<file path="src/rtl/stopwatch_pkg.sv">
// Shared types and digit limits for the BCD stopwatch.
// FSM state encoding and the packed display word layout.
package stopwatch_pkg;

  typedef enum logic [1:0] {
    IDLE  = 2'd0,
    RUN   = 2'd1,
    PAUSE = 2'd2
  } sw_state_t;

  localparam logic [3:0] UNIT_MAX    = 4'd9;
  localparam logic [3:0] TENS_MAX    = 4'd5;
  localparam logic [3:0] HR_TENS_MAX = 4'd2;
  localparam logic [3:0] HR_UNIT_TOP = 4'd3;

  typedef struct packed {
    logic [3:0] hr_1;
    logic [3:0] hr_0;
    logic [3:0] min_1;
    logic [3:0] min_0;
    logic [3:0] sec_1;
    logic [3:0] sec_0;
    logic [3:0] cent_1;
    logic [3:0] cent_0;
  } sw_time_t;

endpackage

</file>
<file path="src/rtl/bcd_digit_cnt.sv">
// One BCD digit counting 0..MAX; carry is combinational
// so a whole digit chain advances in a single cycle.
module bcd_digit_cnt
  import stopwatch_pkg::*;
#(
  parameter logic [3:0] MAX = UNIT_MAX
) (
  input  logic       clk,
  input  logic       rst,
  input  logic       inc,
  input  logic       clr,
  output logic [3:0] digit,
  output logic       carry
);

  assign carry = inc && (digit == MAX);

  always_ff @(posedge clk or negedge rst) begin
    if (!rst) begin
      digit <= '0;
    end else if (clr) begin
      digit <= '0;
    end else if (inc) begin
      digit <= (digit == MAX) ? 4'd0 : digit + 4'd1;
    end
  end

endmodule

</file>
<file path="src/rtl/stopwatch_bcd.sv">
// HH:MM:SS.cc BCD stopwatch with start/stop/clear controls.
// Define STOPWATCH_LAP_EN to build the lap display freeze.
module stopwatch_bcd
  import stopwatch_pkg::*;
#(
  parameter int unsigned TICK_DIV = 1000000
) (
  input  logic       clk,
  input  logic       rst,
  input  logic       start,
  input  logic       stop,
  input  logic       clear,
  input  logic       lap,
  output logic [3:0] cent_0,
  output logic [3:0] cent_1,
  output logic [3:0] sec_0,
  output logic [3:0] sec_1,
  output logic [3:0] min_0,
  output logic [3:0] min_1,
  output logic [3:0] hr_0,
  output logic [3:0] hr_1,
  output logic       running,
  output logic       wrap
);

  localparam int PW = (TICK_DIV > 2) ? $clog2(TICK_DIV) : 1;
  localparam logic [PW-1:0] PRE_TOP = PW'(TICK_DIV - 1);

  sw_state_t state_q, state_d;

  logic armed;
  logic start_q, stop_q, clear_q;
  logic start_e, stop_e, clear_e;

  logic [PW-1:0] presc_q;
  logic          tick;

  logic c_cent0, c_cent1, c_sec0, c_sec1;
  logic c_min0, c_min1, c_hr0;
  logic hr_carry_unused;
  logic hr_wrap;

  sw_time_t live, disp;

  // armed keeps levels held across reset release from firing
  always_ff @(posedge clk or negedge rst) begin
    if (!rst) begin
      armed   <= 1'b0;
      start_q <= 1'b0;
      stop_q  <= 1'b0;
      clear_q <= 1'b0;
      start_e <= 1'b0;
      stop_e  <= 1'b0;
      clear_e <= 1'b0;
    end else begin
      armed   <= 1'b1;
      start_q <= start;
      stop_q  <= stop;
      clear_q <= clear;
      start_e <= armed & start & ~start_q;
      stop_e  <= armed & stop & ~stop_q;
      clear_e <= armed & clear & ~clear_q;
    end
  end

  always_ff @(posedge clk or negedge rst) begin
    if (!rst) begin
      state_q <= IDLE;
    end else begin
      state_q <= state_d;
    end
  end

  always_comb begin
    state_d = state_q;
    priority case (1'b1)
      clear_e:
        state_d = IDLE;
      stop_e && (state_q == RUN):
        state_d = PAUSE;
      start_e && (state_q != RUN):
        state_d = RUN;
      default: ;
    endcase
  end

  always_comb begin
    running = (state_q == RUN);
  end

  assign tick = running && (presc_q == PRE_TOP);

  // PAUSE holds the partial period so resume continues it
  always_ff @(posedge clk or negedge rst) begin
    if (!rst) begin
      presc_q <= '0;
    end else if (clear_e || state_q == IDLE) begin
      presc_q <= '0;
    end else if (state_q == RUN) begin
      presc_q <= tick ? '0 : presc_q + PW'(1);
    end
  end

  assign hr_wrap = c_min1
                && (live.hr_1 == HR_TENS_MAX)
                && (live.hr_0 == HR_UNIT_TOP);

  bcd_digit_cnt #(.MAX(UNIT_MAX)) u_cent0 (
    .clk(clk), .rst(rst),
    .inc(tick), .clr(clear_e),
    .digit(live.cent_0), .carry(c_cent0)
  );

  bcd_digit_cnt #(.MAX(UNIT_MAX)) u_cent1 (
    .clk(clk), .rst(rst),
    .inc(c_cent0), .clr(clear_e),
    .digit(live.cent_1), .carry(c_cent1)
  );

  bcd_digit_cnt #(.MAX(UNIT_MAX)) u_sec0 (
    .clk(clk), .rst(rst),
    .inc(c_cent1), .clr(clear_e),
    .digit(live.sec_0), .carry(c_sec0)
  );

  bcd_digit_cnt #(.MAX(TENS_MAX)) u_sec1 (
    .clk(clk), .rst(rst),
    .inc(c_sec0), .clr(clear_e),
    .digit(live.sec_1), .carry(c_sec1)
  );

  bcd_digit_cnt #(.MAX(UNIT_MAX)) u_min0 (
    .clk(clk), .rst(rst),
    .inc(c_sec1), .clr(clear_e),
    .digit(live.min_0), .carry(c_min0)
  );

  bcd_digit_cnt #(.MAX(TENS_MAX)) u_min1 (
    .clk(clk), .rst(rst),
    .inc(c_min0), .clr(clear_e),
    .digit(live.min_1), .carry(c_min1)
  );

  bcd_digit_cnt #(.MAX(UNIT_MAX)) u_hr0 (
    .clk(clk), .rst(rst),
    .inc(c_min1), .clr(clear_e | hr_wrap),
    .digit(live.hr_0), .carry(c_hr0)
  );

  bcd_digit_cnt #(.MAX(HR_TENS_MAX)) u_hr1 (
    .clk(clk), .rst(rst),
    .inc(c_hr0), .clr(clear_e | hr_wrap),
    .digit(live.hr_1), .carry(hr_carry_unused)
  );

  always_ff @(posedge clk or negedge rst) begin
    if (!rst) begin
      wrap <= 1'b0;
    end else begin
      wrap <= hr_wrap & ~clear_e;
    end
  end

`ifdef STOPWATCH_LAP_EN
  logic     lap_q, lap_e;
  logic     freeze_q;
  sw_time_t snap_q;

  always_ff @(posedge clk or negedge rst) begin
    if (!rst) begin
      lap_q <= 1'b0;
      lap_e <= 1'b0;
    end else begin
      lap_q <= lap;
      lap_e <= armed & lap & ~lap_q;
    end
  end

  always_ff @(posedge clk or negedge rst) begin
    if (!rst) begin
      freeze_q <= 1'b0;
      snap_q   <= '0;
    end else if (clear_e) begin
      freeze_q <= 1'b0;
    end else if (lap_e && state_q != IDLE) begin
      freeze_q <= ~freeze_q;
      if (!freeze_q) begin
        snap_q <= live;
      end
    end
  end

  assign disp = freeze_q ? snap_q : live;
`else
  logic lap_unused;

  assign lap_unused = lap;
  assign disp       = live;
`endif

  assign cent_0 = disp.cent_0;
  assign cent_1 = disp.cent_1;
  assign sec_0  = disp.sec_0;
  assign sec_1  = disp.sec_1;
  assign min_0  = disp.min_0;
  assign min_1  = disp.min_1;
  assign hr_0   = disp.hr_0;
  assign hr_1   = disp.hr_1;

endmodule

</file>
<file path="config.mk">
export PLATFORM = sky130hd
export DESIGN_NAME = stopwatch_bcd
export DESIGN_NICKNAME = d
export VERILOG_FILES = /design/src/rtl/stopwatch_pkg.sv /design/src/rtl/bcd_digit_cnt.sv /design/src/rtl/stopwatch_bcd.sv
export SDC_FILE = /design/constraint.sdc
export NUM_CORES = 1
export LEC_CHECK = 0
export CAP_MARGIN = 10
export CORE_MARGIN = 2
export CORE_UTILIZATION = 50
export CTS_CLUSTER_DIAMETER = 60
export DETAILED_ROUTE_END_ITERATION = 6
export DONT_BUFFER_PORTS = 1
export SYNTH_ARGS = -nofsm -noshare
export SYNTH_HDL_FRONTEND = slang
export SYNTH_HIERARCHICAL = 1
export SYNTH_SLANG_ARGS = --single-unit
</file>
<file path="constraint.sdc">
create_clock -name clk -period 5 [get_ports clk]
set_input_delay 1.5 -clock clk [delete_from_list [all_inputs] [get_ports clk]]
set_output_delay 1.5 -clock clk [all_outputs]
set_load 0.01 [all_outputs]
</file>
==> flow_summary.json, run 1 <==
{
  "fin_cells": 446,
  "start_util_pct": 52.4,
  "nFillCells": 569,
  "final_nets": 388,
  "peakVddDrop_uv": 153,
  "drv_cap": 0,
  "cts_tree": "built",
  "setup_viol_count_final": 0,
  "slew_violations": 0,
  "critPathTopFamily": "simple AND/OR/NAND/NOR gates",
  "drt_iter0_markers": 153,
  "insertedDiodeCount": 0,
  "syn2layout_area_growth_pct": 9.11,
  "cp_max_fo": 8,
  "syn-num-nets": 375,
  "drive_gt1_share_pct": 12.5,
  "holdBufCountCts": 0,
  "crit_chain": "or4_4, nor4_4, and3_2, inv_1, nor2_1, inv_1, nor2_1, inv_1, nor2_1, and4_2, inv_1, nor2_1, and4_2, nand4b_1, nor3_1, nand2_1, nand2b_1, nor2_1, nand2_1, o21ai_0",
  "grt_pass1_wl_um": 11500,
  "drc_errors": 0,
  "coreArea_mm2": 0.00642,
  "hold_violations": 0,
  "yosysWarnings": 6,
  "cts.repair.resized": 0,
  "hold_path.startpoint": "clear_q",
  "dieArea_mm2": 0.00740,
  "grt_max_degree": 63,
  "routedWlPerCell_um": 14.7,
  "path_buf_inv": 4,
  "rows": 29,
  "numPortBuffers": 0,
  "start_kind": "register",
  "power.density_mw_per_mm2": 271,
  "max_freq_mhz": 229,
  "dp.cells": 431,
  "clkSinkCount": 62,
  "grtUsageTotal_pct": 19.6,
  "rsz0062_at_grt": "no",
  "grt_antenna_before_repair": 0,
  "reg2reg_from": "presc_q[7]",
  "cts_inserted_buffers": 9,
  "tightest_slew_ns": 0.782,
  "dp_hpwl_um": 4350,
  "overflow": 0,
  "status": "finished clean",
  "end_kind": "register",
  "syn-mean-instance-area_um2": 9.56,
  "grt_pass1_vias": 2443,
  "final_cell_area_mm2": 0.00367,
  "netlist_area_mm2": 0.00336,
  "place.gp.congestion": 0.785,
  "clock_path_buffers": 2,
  "drt.antenna.violating_nets": 0,
  "totalWireLength_um": 6560,
  "chipHeight_um": 86.0,
  "finalCritPeriodShare_pct": 87.3,
  "clockRootBuffer": "clkbuf_8",
  "min_path_type": "register to register",
  "crit_required_ns": 5.20,
  "die_w_um": 86.0,
  "relSlewSlack_pct": 47.8,
  "io_pins": 40,
  "viasPerCell": 5.74,
  "tns_ns": 0,
  "final.min_clock_period_ns": 4.36,
  "vias": 2562,
  "cp_slowest_stage_delay_ns": 0.56,
  "place_area_mm2": 0.00349,
  "finalClockSkew_ns": 0.00955,
  "crit_type": "register to register",
  "p_leak_nw": 1.54,
  "worstSkewPairLatency_ns": 0.34,
  "critical_path.slowest_cell": "or4_4",
  "postCtsSetupBuffers": 0,
  "cts.clk_slew.worst_paths_ns": 0.06,
  "crit_top_cell": "nor2_1",
  "htreeDepth": 3,
  "syn_inst": 352,
  "worst-endpoint-arrival_ns": 4.57,
  "firstDrtPassIters": 4,
  "startpoint": "presc_q[7]"
}
placed cells by master (no fill, tap or decap), types with 2 or more instances in the layout:
cell and instances:
inv_1 18, nand4_1 8, a311oi_1 3, nor4_1 4, nand3b_1 19, a21oi_1 26
nand2b_1 6, nand2_2 5, nand2_1 47, buf_4 7, o21ai_0 14, a21oi_2 7
a21o_1 2, a31oi_1 6, dfrtp_1 62, o31ai_1 3, nand3_1 8, and3_1 2
nor2b_1 2, or3_1 5, xnor2_1 8, and4_2 2, nor3_1 3, and4b_2 5
a211o_1 6, nor3b_1 2, xor2_1 5, nor2_1 32, clkbuf_8 12, clkinv_2 2
ha_1 17, a21boi_0 5
area by class of cell:
type | instances | area, um2 | area share (%)
Clock buffer | 12 | 165 | 4.50
Clock inverter | 3 | 18.8 | 0.511
Inverter | 18 | 67.6 | 1.84
Multi-Input combinational cell | 267 | 1720 | 46.8
Sequential cell | 62 | 1550 | 42.3
Tap cell | 77 | 96.3 | 2.62
Timing Repair Buffer | 7 | 52.6 | 1.43
state kept, by name, summed over array words and instances, names as in the netlist, 2 cells and up:
signal and count:
u_sec0/digit 4, u_hr1/digit 4, u_min1/digit 4, u_min0/digit 4
u_cent1/digit 4, u_cent0/digit 4, state_q 2, u_sec1/digit 4
u_hr0/digit 4, presc_q 20
path summary, 6_finish.rpt:
path / slack (ns) / cells after the start / end
max: 0.64 / 20 / u_hr1/digit[1]
max in group asynchronous: 4.03 / 0 / presc_q[12]
max reg2reg: 0.64 / 20 / u_hr1/digit[1]
min reg2reg: 0.40 / 1 / clear_e
min: 0.40 / 1 / clear_e
min in group asynchronous: 0.86 / 0 / presc_q[14]
report_power, final:
part	internal, W	total, W	switching (W)
sequential	0.000515	0.000530	0.0000152
clock	0.000217	0.000406	0.000189
combinational	0.0000197	0.0000589	0.0000391
total	0.000752	0.000995	0.000243
stage by stage:
step	setup WS, ns	power [W]	hold slack, ns	util [%]
2_1_floorplan	0.579	0.000584	0.377	-
3_3_place_gp	0.644	0.000598	0.379	54.3
3_5_place_dp	0.612	0.000599	0.385	54.3
4_1_cts	0.585	0.00101	0.398	57.2
5_1_grt	0.184	0.00104	0.409	57.2
6_report	0.636	0.000995	0.398	57.2
per-layer routing:
metal | GRT usage [%] | part of all wire, %
met1 | 27.0 | 47
met2 | 29.2 | 47
met5 | 0 | 0
met4 | 9.24 | 1.7
met3 | 4.81 | 4.7
Note: power is estimated with default switching activity, not from simulation.
==> run 2, diff against run 1 <==
--- a/config.mk
+++ b/config.mk
@@ -11,7 +11,7 @@
 export CTS_CLUSTER_DIAMETER = 60
 export DETAILED_ROUTE_END_ITERATION = 6
 export DONT_BUFFER_PORTS = 1
+export MAX_ROUTING_LAYER = met4
 export SYNTH_ARGS = -nofsm -noshare
 export SYNTH_HDL_FRONTEND = slang
-export SYNTH_HIERARCHICAL = 1
 export SYNTH_SLANG_ARGS = --single-unit
==> run 2 against run 1 <==
Effect of this change:
- critical path depth fell by 18
- first-iteration DRC count fell by 33%
- synthesized area increased by 1.2%
- sequential power is 2% lower
- design area about the same
- global-route usage rose by 0.97 points
- non-clock buffer count down 6
- clock skew fell by 0.0026 ns
- count of clock-buffer cells in the layout fell by 2
- maximum frequency is 61% higher
- via count grew 1.3%
- synthesized cell count grew 0.85%
- critical path type is now register to output pin
- highest routed layer unchanged
==> flow_summary.json, run 2 <==
{
  "insertedDiodeCount": 0,
  "cp_slowest_stage_delay_ns": 0.43,
  "synth_top_area_share_pct": 45.6,
  "syn2layout_area_growth_pct": 7.94,
  "vias": 2595,
  "die_w_um": 86.5,
  "syn_inst": 355,
  "end_kind": "output pin",
  "drive_gt1_share_pct": 8.01,
  "overflow": 0,
  "dp_hpwl_um": 4600,
  "critical_path.slowest_cell": "dfrtp_1",
  "cts_tree": "built",
  "drv_cap": 0,
  "crit_required_ns": 3.50,
  "status": "finished clean",
  "worst-endpoint-arrival_ns": 1.21,
  "cts.repair.resized": 0,
  "synth_area_leaders": "dfrtp_1 46%, ha_1 4.8%, nor2_1 4.4%",
  "numPortBuffers": 0,
  "worstSkewPairLatency_ns": 0.34,
  "p_leak_nw": 1.65,
  "synthArstFlopShare_pct": 100,
  "coreArea_mm2": 0.00668,
  "slew_violations": 0,
  "top_register": "presc_q",
  "syn-mean-instance-area_um2": 9.59,
  "start_util_pct": 50.9,
  "r2r_slack_ns": 2.54,
  "tightest_slew_ns": 1.03,
  "firstDrtPassIters": 4,
  "hold_path_depth": 1,
  "totalWireLength_um": 6830,
  "drt.antenna.violating_nets": 0,
  "netlist_top_cells_count": "62 x dfrtp_1, 40 x nor2_1, 34 x nand2_1",
  "grt_pass1_vias": 2439,
  "largest_reg_flops": 20,
  "yosysMostFrequentCell": "dfrtp_1",
  "cts_inserted_buffers": 9,
  "nFillCells": 602,
  "grt_pass1_wl_um": 11800,
  "relSlewSlack_pct": 30.7,
  "rows": 30,
  "p_total_w": 0.00103,
  "clock_path_buffers": 2,
  "grt_max_degree": 63,
  "yosysTopAreaCell": "dfrtp_1",
  "grtUsageTotal_pct": 20.6,
  "hold_violations": 0,
  "crit_chain": "nand2b_1, inv_1",
  "finalClockSkew_ns": 0.00696,
  "ys.flop_type": "dfrtp_1",
  "r2r-end": "u_min1.digit[2]",
  "cp_max_fo": 6,
  "layout_setup_ws_ns": 2.29,
  "clockRootBuffer": "clkbuf_8",
  "drt_iter0_markers": 102,
  "dieArea_mm2": 0.00748,
  "rsz0062_at_grt": "no",
  "final.min_clock_period_ns": 2.71,
  "htreeDepth": 3,
  "final_nets": 376,
  "reg2reg_depth": 6,
  "seqCellArea_mm2": 0.00155,
  "yosysWarnings": 0,
  "multi_input_area_mm2": 0.00177,
  "drc_errors": 0,
  "final_common_cell": "dfrtp_1",
  "synth_edf_count": 0,
  "final_cell_mix": "62 x dfrtp_1, 40 x nor2_1, 34 x nand2_1",
  "start_kind": "register",
  "hold_path_end": "clear_e",
  "io_pins": 40,
  "tns_ns": 0,
  "finalCritPeriodShare_pct": 54.1,
  "cts.clk_slew.worst_paths_ns": 0.07,
  "grt_antenna_before_repair": 0,
  "synth-seq-cells": 62,
  "place.gp.congestion": 0.806,
  "dp_slack_ns": 2.56,
  "postCtsSetupBuffers": 0,
  "netlist_area_mm2": 0.00340,
  "clkSinkCount": 62,
  "holdBufCountCts": 0,
  "routedWlPerCell_um": 15.4,
  "syn-num-nets": 374,
  "yosysSeqAreaShare_pct": 45.6,
  "hold_path.startpoint": "clear_q",
  "peakVddDrop_uv": 248,
  "min_path_type": "register to register",
  "synth_cell_types": 58,
  "viasPerCell": 5.87,
  "reg2reg_from": "presc_q[0]",
  "power.density_mw_per_mm2": 280,
  "crit_type": "register to output pin",
  "hold_ws_ns": 0.392,
  "setup_viol_count_final": 0,
  "max_freq_mhz": 370,
  "chipHeight_um": 86.5
}
-- run 2: worst max-delay path by stage --
stage               startpoint               to  slack [ns]  depth (start not counted)
floorplan           state_q[1]          running        2.76                          2
global placement    presc_q[0]  u_min1.digit[1]        2.57                          6
detailed placement  presc_q[0]  u_min1.digit[2]        2.56                          6
CTS                 state_q[1]          running        2.27                          2
global route        state_q[1]          running        2.20                          2
finish              state_q[1]          running        2.29                          2
-- run 2: kinds of logic after synthesis --
family	count (synthesis)	synth area share [%]
compound gates	49	8.75
mux	7	2.17
buf+inv	21	2.50
flops	62	45.6
xor+xnor	20	5.15
simple gates	182	31.0
fa+ha+maj	13	4.78
other cells	1	0.110
-- run 2: per-stage QoR --
stage / std cells / instance area [um2] / util, %
6_report: 442 / 3670 / 55.0
5_1_grt: 442 / 3670 / 55.0
4_1_cts: 442 / 3670 / 55.0
3_5_place_dp: 426 / 3470 / 51.9
3_3_place_gp: 426 / 3470 / 51.9
2_1_floorplan: 355 / 3400 / -
-- run 2: cell type report --
class                      instances  area share [%]
timing repair buffer               1           0.204
inverter                          11            1.12
clock inverter                     6            1.87
sequential                        62            42.2
multi-input combinational        272            48.1
clock buffer                      10            3.75
tap                               80            2.72
-- run 2: routing by layer --
layer | vias up | global-route usage [%] | wire length, um
met5 | - | - | 0
met1 | 1257 | 26.0 | 3160
li1 | 1278 | - | -
met3 | 10 | 4.57 | 285
met2 | 50 | 32.2 | 3260
met4 | 0 | 8.38 | 127
-- run 2: report_power, final --
part           switching (W)  leakage, nW  internal [W]  total (W)
clock network       0.000212        0.103      0.000247   0.000459
logic              0.0000324        0.697     0.0000141  0.0000465
registers          0.0000103        0.852      0.000512   0.000522
total               0.000255         1.65      0.000773    0.00103
-- run 2: critical path, delay by kind of cell, from the launching register on --
family / cells / cell delay, ns
buf+inv: 1 / 0.18
flops: 1 / 0.43
simple gates: 1 / 0.25
==> run 3, diff against run 2 <==
--- a/config.mk
+++ b/config.mk
@@ -12,6 +12,7 @@
 export DETAILED_ROUTE_END_ITERATION = 6
 export DONT_BUFFER_PORTS = 1
 export MAX_ROUTING_LAYER = met4
+export PLACE_DENSITY = 0.68
 export SYNTH_ARGS = -nofsm -noshare
 export SYNTH_HDL_FRONTEND = slang
 export SYNTH_SLANG_ARGS = --single-unit
==> constraint.sdc (replaced) <==
create_clock -name clk -period 2.2 [get_ports clk]
set_input_delay 0.66 -clock clk [delete_from_list [all_inputs] [get_ports clk]]
set_output_delay 0.66 -clock clk [all_outputs]
set_load 0.01 [all_outputs]
==> run 3 against run 2 <==
Effect of this change:
- non-clock buffer count increased by 50
- sequential share of layout area down 4.4 points
- sequential cell count unchanged
- core utilization is 6.4 points higher
- critical endpoint is now u_min1.digit[3]
==> flow_summary.json, run 3 (synthesized netlist as in run 2, its figures left out) <==
{
  "status": "finished clean",
  "cts_tree": "built",
  "io_pins": 40,
  "max_freq_mhz": 490,
  "die_w_um": 86.5,
  "clock_path_buffers": 2,
  "grtUsageTotal_pct": 21.7,
  "coreArea_mm2": 0.00668,
  "final_nets": 426,
  "finalCritPeriodShare_pct": 92.7,
  "grt_antenna_before_repair": 0,
  "htreeDepth": 3,
  "grt_pass1_wl_um": 12300,
  "cp_slowest_stage_delay_ns": 0.42,
  "min_path_type": "input port to asynchronous set/reset pin",
  "rsz0062_at_grt": "no",
  "start_util_pct": 50.9,
  "largest_reg_flops": 20,
  "nFillCells": 592,
  "chipHeight_um": 86.5,
  "clkSinkCount": 62,
  "crit_type": "register to register",
  "insertedDiodeCount": 0,
  "drt.antenna.violating_nets": 0,
  "critPathTopFamily": "simple AND/OR/NAND/NOR gates",
  "firstDrtPassIters": 4,
  "totalWireLength_um": 7360,
  "final_cell_area_mm2": 0.00410,
  "top_register": "presc_q",
  "clockRootBuffer": "clkbuf_8",
  "slew_violations": 0,
  "dieArea_mm2": 0.00748,
  "dp.cells": 474,
  "place.gp.congestion": 0.895,
  "viasPerCell": 5.64,
  "hold_violations": 0,
  "reg2reg_depth": 5,
  "swShare_pct": 22.0,
  "p_leak_nw": 1.94,
  "reg2reg_from": "presc_q[7]",
  "worst-endpoint-arrival_ns": 2.27,
  "postCtsSetupBuffers": 0,
  "vias": 2773,
  "routedWlPerCell_um": 15.0,
  "internal_power_w": 0.00196,
  "path_buf_inv": 0,
  "crit_chain": "nor4b_1, and4_1, nand2_1, nor3_1, mux2_2",
  "final.min_clock_period_ns": 2.04,
  "end_kind": "register",
  "critical_path.slowest_cell": "dfrtp_1",
  "cts_inserted_buffers": 9,
  "final_common_cell": "dfrtp_1",
  "grt_max_degree": 54,
  "seqPwrFrac_pct": 46.8,
  "numPortBuffers": 0,
  "drt_iter0_markers": 155,
  "cp_max_fo": 5,
  "cp_num_cells": 5,
  "seqCellArea_mm2": 0.00155,
  "tns_ns": 0,
  "crit_required_ns": 2.43,
  "overflow": 0,
  "r2r-end": "u_min1.digit[3]",
  "rows": 30,
  "clkPwrFrac_pct": 46.0,
  "p_comb_share_pct": 7.1,
  "finalClockSkew_ns": 0.00695,
  "drive_gt1_share_pct": 18.9,
  "power.density_mw_per_mm2": 614,
  "place_area_mm2": 0.00383,
  "fin_cells": 492,
  "drv_cap": 0,
  "r2r_slack_ns": 0.16,
  "drc_errors": 0,
  "peakVddDrop_uv": 453,
  "dp_hpwl_um": 5330,
  "setup_viol_count_final": 0,
  "grt_pass1_vias": 2619,
  "start_kind": "register",
  "utilization_pct": 61.4,
  "final_cell_mix": "62 x dfrtp_1, 49 x buf_4, 40 x nor2_1",
  "syn2layout_area_growth_pct": 20.5,
  "p_sw_w": 0.000554,
  "cts.clk_slew.worst_paths_ns": 0.07,
  "multi_input_area_mm2": 0.00177,
  "worstSkewPairLatency_ns": 0.34
}
run 3: worst max-delay path by stage:
stage	from	to	slack [ns]
6_report	presc_q[7]	u_min1.digit[3]	0.16
4_1_cts	presc_q[10]	u_cent0.digit[3]	0.11
2_1_floorplan	u_sec0.digit[1]	u_hr1.digit[2]	0.23
3_3_place_gp	presc_q[7]	u_min1.digit[3]	0.13
3_5_place_dp	presc_q[6]	u_cent0.digit[3]	0.12
5_1_grt	presc_q[11]	u_hr0.digit[1]	0.007
run 3: worst register-to-register path, cell delays in order, from the launching register on:
cell,delay (ns)
dfrtp_1,0.42
nor4b_1,0.37
and4_1,0.37
nand2_1,0.16
nor3_1,0.24
mux2_2,0.36
run 3: repair_timing:
item | in CTS | in global routing
gates resized for setup | 0 | 1
hold buffers | 2 | 0
endpoints found under the setup margin | 0 | 3
hold endpoints to repair | 53 | 0
run 3: final cells by class:
type                    instances  share of cell area [%]
clock buffers                  13                    4.12
clock inverters                 3                    1.59
inverters                      11                    1.01
multi-input cells             272                    43.1
flip-flops and latches         62                    37.8
well taps                      80                    2.44
repair buffers                 51                    9.89
run 3: metal layers:
metal	GRT usage, %	routed length [um]	vias to the layer above
met5	-	0	-
met4	7.81	73	0
met3	6.76	417	13
met2	31.6	3390	65
met1	28.8	3480	1325
li1	-	-	1370
run 3: power groups by stage:
stage,sequential (W),clock [W],combinational (W)
2_1_floorplan,0.00120,0,0.0000857
3_3_place_gp,0.00120,0,0.000150
3_5_place_dp,0.00120,0,0.000153
4_1_cts,0.00118,0.00119,0.000184
5_1_grt,0.00118,0.00123,0.000199
6_report,0.00118,0.00116,0.000180
run 3: metrics by stage:
stage	hold WS, ns	total power, W	worst slack [ns]
5_1_grt	0.175	0.00262	0.00682
3_3_place_gp	0.366	0.00135	0.128
4_1_cts	0.173	0.00255	0.106
3_5_place_dp	0.367	0.00135	0.117
6_report	0.172	0.00252	0.160
2_1_floorplan	0.364	0.00129	0.233
